`src/rtl/blinky_pkg.sv`:
```
// Shared types for the multi-channel indicator driver: channel modes and the
// configuration record handed from the port decode to each channel.
package blinky_pkg;

    localparam int MODE_W    = 2;
    localparam int CNT_W_MAX = 64;

    typedef enum logic [MODE_W-1:0] {
        MODE_OFF   = 2'd0,
        MODE_ON    = 2'd1,
        MODE_BLINK = 2'd2,
        MODE_PWM   = 2'd3
    } mode_t;

    // Sized for the widest supported counter; channels use the low CNT_W bits.
    typedef struct packed {
        mode_t                  mode;
        logic [CNT_W_MAX-1:0]   period;
        logic [CNT_W_MAX-1:0]   duty;
    } chan_cfg_t;

endpackage

```
`src/rtl/blinky_channel.sv`:
```
// One indicator channel: period counter, shadow config for glitch-free
// updates, pending flag and the registered output.
module blinky_channel
    import blinky_pkg::*;
#(
    parameter int CNT_W = 16
) (
    input  logic      clk,
    input  logic      rst,
    input  logic      tick,
    input  logic      restart,
    input  logic      wr,
    input  chan_cfg_t cfg,
    output logic      q,
    output logic      pending
);

    mode_t              mode;
    logic [CNT_W-1:0]   period, duty, sh_period, sh_duty, cnt;
    logic [CNT_W-1:0]   new_period, new_duty, p_last;
    logic               imm, at_end, counting;
    logic [CNT_W_MAX-1:0] unused_cfg_bits;

    assign new_period      = cfg.period[CNT_W-1:0];
    assign new_duty        = cfg.duty[CNT_W-1:0];
    assign unused_cfg_bits = cfg.period ^ cfg.duty;

    // Same-mode BLINK/PWM writes are deferred to the boundary; all else applies now.
    assign imm      = (cfg.mode != mode) || (mode == MODE_OFF) || (mode == MODE_ON);
    assign p_last   = (period == '0) ? '0 : period - CNT_W'(1);
    // >= rather than == so a shrunken period wraps on the next tick.
    assign at_end   = (cnt >= p_last);
    assign counting = (mode == MODE_BLINK) || (mode == MODE_PWM);

    always_ff @(posedge clk or negedge rst) begin
        if (!rst) begin
            mode      <= MODE_OFF;
            period    <= '0;
            duty      <= '0;
            sh_period <= '0;
            sh_duty   <= '0;
            cnt       <= '0;
            pending   <= 1'b0;
            q         <= 1'b0;
        end else begin
            case (mode)
                MODE_ON:    q <= 1'b1;
                MODE_PWM:   q <= (cnt < duty);
                MODE_BLINK: begin
                    if (restart)
                        q <= 1'b0;
                    else if (tick && at_end)
                        q <= ~q;
                end
                default:    q <= 1'b0;
            endcase

            if (wr && (imm || restart)) begin
                mode    <= cfg.mode;
                period  <= new_period;
                duty    <= new_duty;
                cnt     <= '0;
                pending <= 1'b0;
                if (cfg.mode == MODE_BLINK)
                    q <= 1'b0;
            end else begin
                if (wr) begin
                    sh_period <= new_period;
                    sh_duty   <= new_duty;
                    pending   <= 1'b1;
                end
                if (restart || (tick && counting && at_end)) begin
                    cnt <= '0;
                    if (pending) begin
                        period  <= sh_period;
                        duty    <= sh_duty;
                        pending <= 1'b0;
                    end
                end else if (tick && counting) begin
                    cnt <= cnt + CNT_W'(1);
                end
            end
        end
    end

endmodule

```
`src/rtl/blinky_array.sv`:
```
// Multi-channel indicator driver: shared prescaler, config port decode and
// an array of independently configured channels.
module blinky_array
    import blinky_pkg::*;
#(
    parameter int CHANNELS = 4,
    parameter int CNT_W    = 16,
    parameter int PRESCALE = 1,
    localparam int CHAN_W  = (CHANNELS > 1) ? $clog2(CHANNELS) : 1
) (
    input  logic                clk,
    input  logic                rst,
    input  logic                restart,
    input  logic                cfg_valid,
    output logic                cfg_ready,
    input  logic [CHAN_W-1:0]   cfg_chan,
    input  logic [MODE_W-1:0]   cfg_mode,
    input  logic [CNT_W-1:0]    cfg_period,
    input  logic [CNT_W-1:0]    cfg_duty,
    output logic [CHANNELS-1:0] q
);

    logic                   tick, rdy, accept;
    logic [CHANNELS-1:0]    pending;
    logic [2**CHAN_W-1:0]   pend_pad;
    chan_cfg_t              wr_cfg;

    generate
        if (PRESCALE <= 1) begin : g_ps1
            assign tick = 1'b1;
        end else begin : g_ps
            localparam int PS_W = $clog2(PRESCALE);
            logic [PS_W-1:0] ps_cnt;

            assign tick = (ps_cnt == PS_W'(PRESCALE - 1));

            always_ff @(posedge clk or negedge rst) begin
                if (!rst)
                    ps_cnt <= '0;
                else if (restart || tick)
                    ps_cnt <= '0;
                else
                    ps_cnt <= ps_cnt + PS_W'(1);
            end
        end
    endgenerate

    // Holds the port closed until the first edge after reset release.
    always_ff @(posedge clk or negedge rst) begin
        if (!rst)
            rdy <= 1'b0;
        else
            rdy <= 1'b1;
    end

    // Out-of-range channel numbers see a clear pending bit, so they are accepted and dropped.
    always_comb begin
        pend_pad                 = '0;
        pend_pad[CHANNELS-1:0]   = pending;
    end

    assign cfg_ready = rdy && !pend_pad[cfg_chan];
    assign accept    = cfg_valid && cfg_ready;

    always_comb begin
        wr_cfg                    = '0;
        wr_cfg.mode               = mode_t'(cfg_mode);
        wr_cfg.period[CNT_W-1:0]  = cfg_period;
        wr_cfg.duty[CNT_W-1:0]    = cfg_duty;
    end

    generate
        for (genvar i = 0; i < CHANNELS; i++) begin : g_chan
            blinky_channel #(.CNT_W(CNT_W)) u_chan (
                .clk     (clk),
                .rst     (rst),
                .tick    (tick),
                .restart (restart),
                .wr      (accept && (cfg_chan == CHAN_W'(i))),
                .cfg     (wr_cfg),
                .q       (q[i]),
                .pending (pending[i])
            );
        end
    endgenerate

endmodule

```
`config.mk`:
```
export PLATFORM = sky130hd
export DESIGN_NAME = blinky_array
export DESIGN_NICKNAME = d
export VERILOG_FILES = /design/src/rtl/blinky_pkg.sv /design/src/rtl/blinky_channel.sv /design/src/rtl/blinky_array.sv
export SDC_FILE = /design/constraint.sdc
export NUM_CORES = 1
export LEC_CHECK = 0
export CAP_MARGIN = 40
export CORE_MARGIN = 2
export CORE_UTILIZATION = 55
export DETAILED_ROUTE_END_ITERATION = 6
export DONT_BUFFER_PORTS = 1
export PLACE_DENSITY = 0.7
export SYNTH_ARGS = -nofsm -noshare
export SYNTH_HDL_FRONTEND = slang
export SYNTH_SLANG_ARGS = --single-unit
```
`constraint.sdc`:
```
create_clock -name clk -period 5.3 [get_ports clk]
set_input_delay 0.795 -clock clk [delete_from_list [all_inputs] [get_ports clk]]
set_output_delay 0.795 -clock clk [all_outputs]
set_load 0.1 [all_outputs]
```
==> results.txt <==
CP max stage delay: 0.61 ns
Worst-path clk slew: 0.06 ns
number of synthesized flops with an enable pin: 0
die width: 190.6 um
Leakage: 0.01038 uW
via count: 12.91k
total of max-cap violations: 0
drt pass-1 iters: 6
Post-CTS Setup Repair Bufs: 0
# setup viols final: 0
layout cells sized above 1: 19.21%
Num Clock Sinks: 337
final worst clock skew: 0.01550 ns
Synth warnings: 0
number of I/O port buffers: 0
Slowest-stage cell, CP: o21a_2
full die area: 36320 um2
Synth Area per Inst: 11.14 um2
FF-to-FF Start: g_chan[2].u_chan.period[5]
Post-Syn Area: 19140 um2
post-synthesis register bit count: 337
Finished Layout Cells: 2200
DR iter-0 viols: 690
Post-DRT Antenna Nets: 0
Placement Rows: 68
Initial Util: 55.69%
Fin Setup TNS: 0 ns
DRC viols: 0
Tightest Pin Transition: 1.031 ns
Distinct cells, synth: 76
vias per cell: 5.867
failing checks: hold timing
routability cong.: 0.8856
antenna violations before repair: 1
Final Max Slew Viols: 0
first-pass GRT wire length: 70980 um
CP arrival: 5.04 ns
Critical Path Sink Type: register
Hold WS: -0.02685 ns
status: finished, violations left
worst-path cell chain: or4_4 -> nor4b_4 -> nand2_2 -> or4_4 -> nor3b_2 -> a21oi_1 -> ha_1 -> or3_1 -> a221o_1 -> a31oi_1 -> o21a_1 -> o21a_2 -> buf_4 -> mux2i_1
Routed Wire Length: 44270 um
fin nets: 1892
# IOs: 45
ys flop type: dfrtp_1
Die Ht: 190.6 um
Remaining Overflow, GRT: 0
largest net degree at the start of global routing: 338
GRT Total Usage: 25.03%
dpl cells: 2132
RSZ-0062 raised after global routing: no
H-tree Lvls: 2
worst endpoint required time: 5.74 ns
Peak VDD IR: 0.3291 mV
clk_lat worst skew: 0.53 ns
drt wl/cell: 20.12 um
post-synthesis cell count: 1718
syn nets: 1894
Hold Violations, Final: 40
asr flop ratio synth: 100.0%
top post-synthesis cells by area: dfrtp_1, mux2_2, ha_1
relative slew slack: 31.24%
CTS tree: built
vias in the first global route: 12.88k
Hold Path Class: in2async
WS Path Type: reg2reg
most frequent CP cell: or4_4
DP Wirelength: 30570 um
Longest Clk Path Bufs: 3
maximum clock rate: 217.7 MHz
critical path launch point: g_chan[2].u_chan.period[5]
ratio of final minimum period to clock period: 86.66%
Yosys top cell area share: 44.05%
CTS Buf Count: 37
Layout area overhead: 9.281%
PwrDens: 437.6 nW/um2
Final min period: 4.593 ns
sequential-to-total area share from yosys stat: 44.05%
most common cell in the netlist: dfrtp_1
post-CTS resize count: 0
leading area contributor after synthesis: dfrtp_1
Core Box Area: 34370 um2
synth cell count leaders: dfrtp_1, mux2_2, ha_1, nand2_1, nor2_1
Max FO, Critical Path: 22
clk root buf: clkbuf_16
CP startpoint kind: register
## power by group
| part | total, uW | switching, uW | internal, uW |
|---|---|---|---|
| clock | 2560 | 1050 | 1510 |
| combinational | 3270 | 1750 | 1530 |
| sequential | 3320 | 363 | 2960 |
| total | 9150 | 3160 | 6000 |
## per-layer routing
metal,up-vias,global-route usage (%),part of all wire [%]
li1,6150,-,-
met4,0,7.364,2.9
met1,6452,34.93,47
met3,69,4.527,5.1
met2,237,39.99,46
met5,-,0,0
## sequential cells by signal, summed over array words and instances, names as in the netlist
name,cells
g_chan.u_chan.cnt,64
rdy,1
g_chan.u_chan.sh_period,64
g_chan.u_chan.q,4
g_chan.u_chan.mode,8
g_chan.u_chan.duty,64
g_chan.u_chan.period,64
g_chan.u_chan.sh_duty,64
g_chan.u_chan.pending,4
## metrics by stage
stage | area, um2 | hold slack (ns) | util [%] | worst slack [ns] | power (uW)
2_1_floorplan | 19140 | 0.4702 | - | 1.345 | 5935
3_3_place_gp | 19510 | 0.4839 | 56.75 | 0.8580 | 6405
3_5_place_dp | 19710 | 0.4899 | 57.33 | 0.7470 | 6631
4_1_cts | 20920 | -0.04614 | 60.85 | 0.7286 | 9212
5_1_grt | 20920 | -0.05763 | 60.85 | 0.4472 | 9816
6_report | 20920 | -0.02685 | 60.86 | 0.7071 | 9154
## cells by family after synthesis
family	after synthesis	synth area share [%]
xor gates and xnor gates	108	4.941
other	1	0.01959
buffers and inverters	151	3.588
and+or+nand+nor	431	11.08
DFF	337	44.05
AOI/OAI and AO/OA	220	8.183
muxes	334	19.24
adders and majority gates	136	8.889
## cells in the final DEF, fill, tap and decap left out, drive strengths merged, types with 45 or more instances in the layout
| cell | count |
|---|---|
| clkbuf | 56 |
| dfrtp | 337 |
| ha | 136 |
| inv | 84 |
| mux2 | 226 |
| mux2i | 107 |
| nand2 | 126 |
| nand3 | 45 |
| nor2 | 118 |
| xor2 | 71 |
## critical path, delay by kind of cell (launching register included)
kind,cells,cell delay [ns]
AO/OA/AOI/OAI,5,1.41
adder cells (fa/ha/maj),1,0.20
buffers and inverters,1,0.31
flip-flops,1,0.41
multiplexers,1,0.21
AND/OR/NAND/NOR,6,1.98
## final timing paths
kind / to / slack [ns] / depth (start not counted)
max in group asynchronous: g_chan[3].u_chan.sh_period[14] / 4.48 / 0
max reg2reg: g_chan[2].u_chan.duty[10] / 0.71 / 14
max: g_chan[2].u_chan.duty[10] / 0.71 / 14
min: g_chan[0].u_chan.cnt[7] / -0.03 / 0
min reg2reg: g_chan[0].u_chan.sh_period[6] / 0.50 / 1
min in group clk: g_chan[0].u_chan.q / 0.36 / 1
## area by class of cell
class,instances,area [um2]
antenna,1,2.502
clock buffer,56,1120
clock inverter,11,92.59
fill,2836,13450
inverter,84,315.3
multi-input combinational,1230,10050
sequential,337,8433
tap,455,569.3
timing repair buffer,26,335.3
Power figures use the tool's default switching activity.
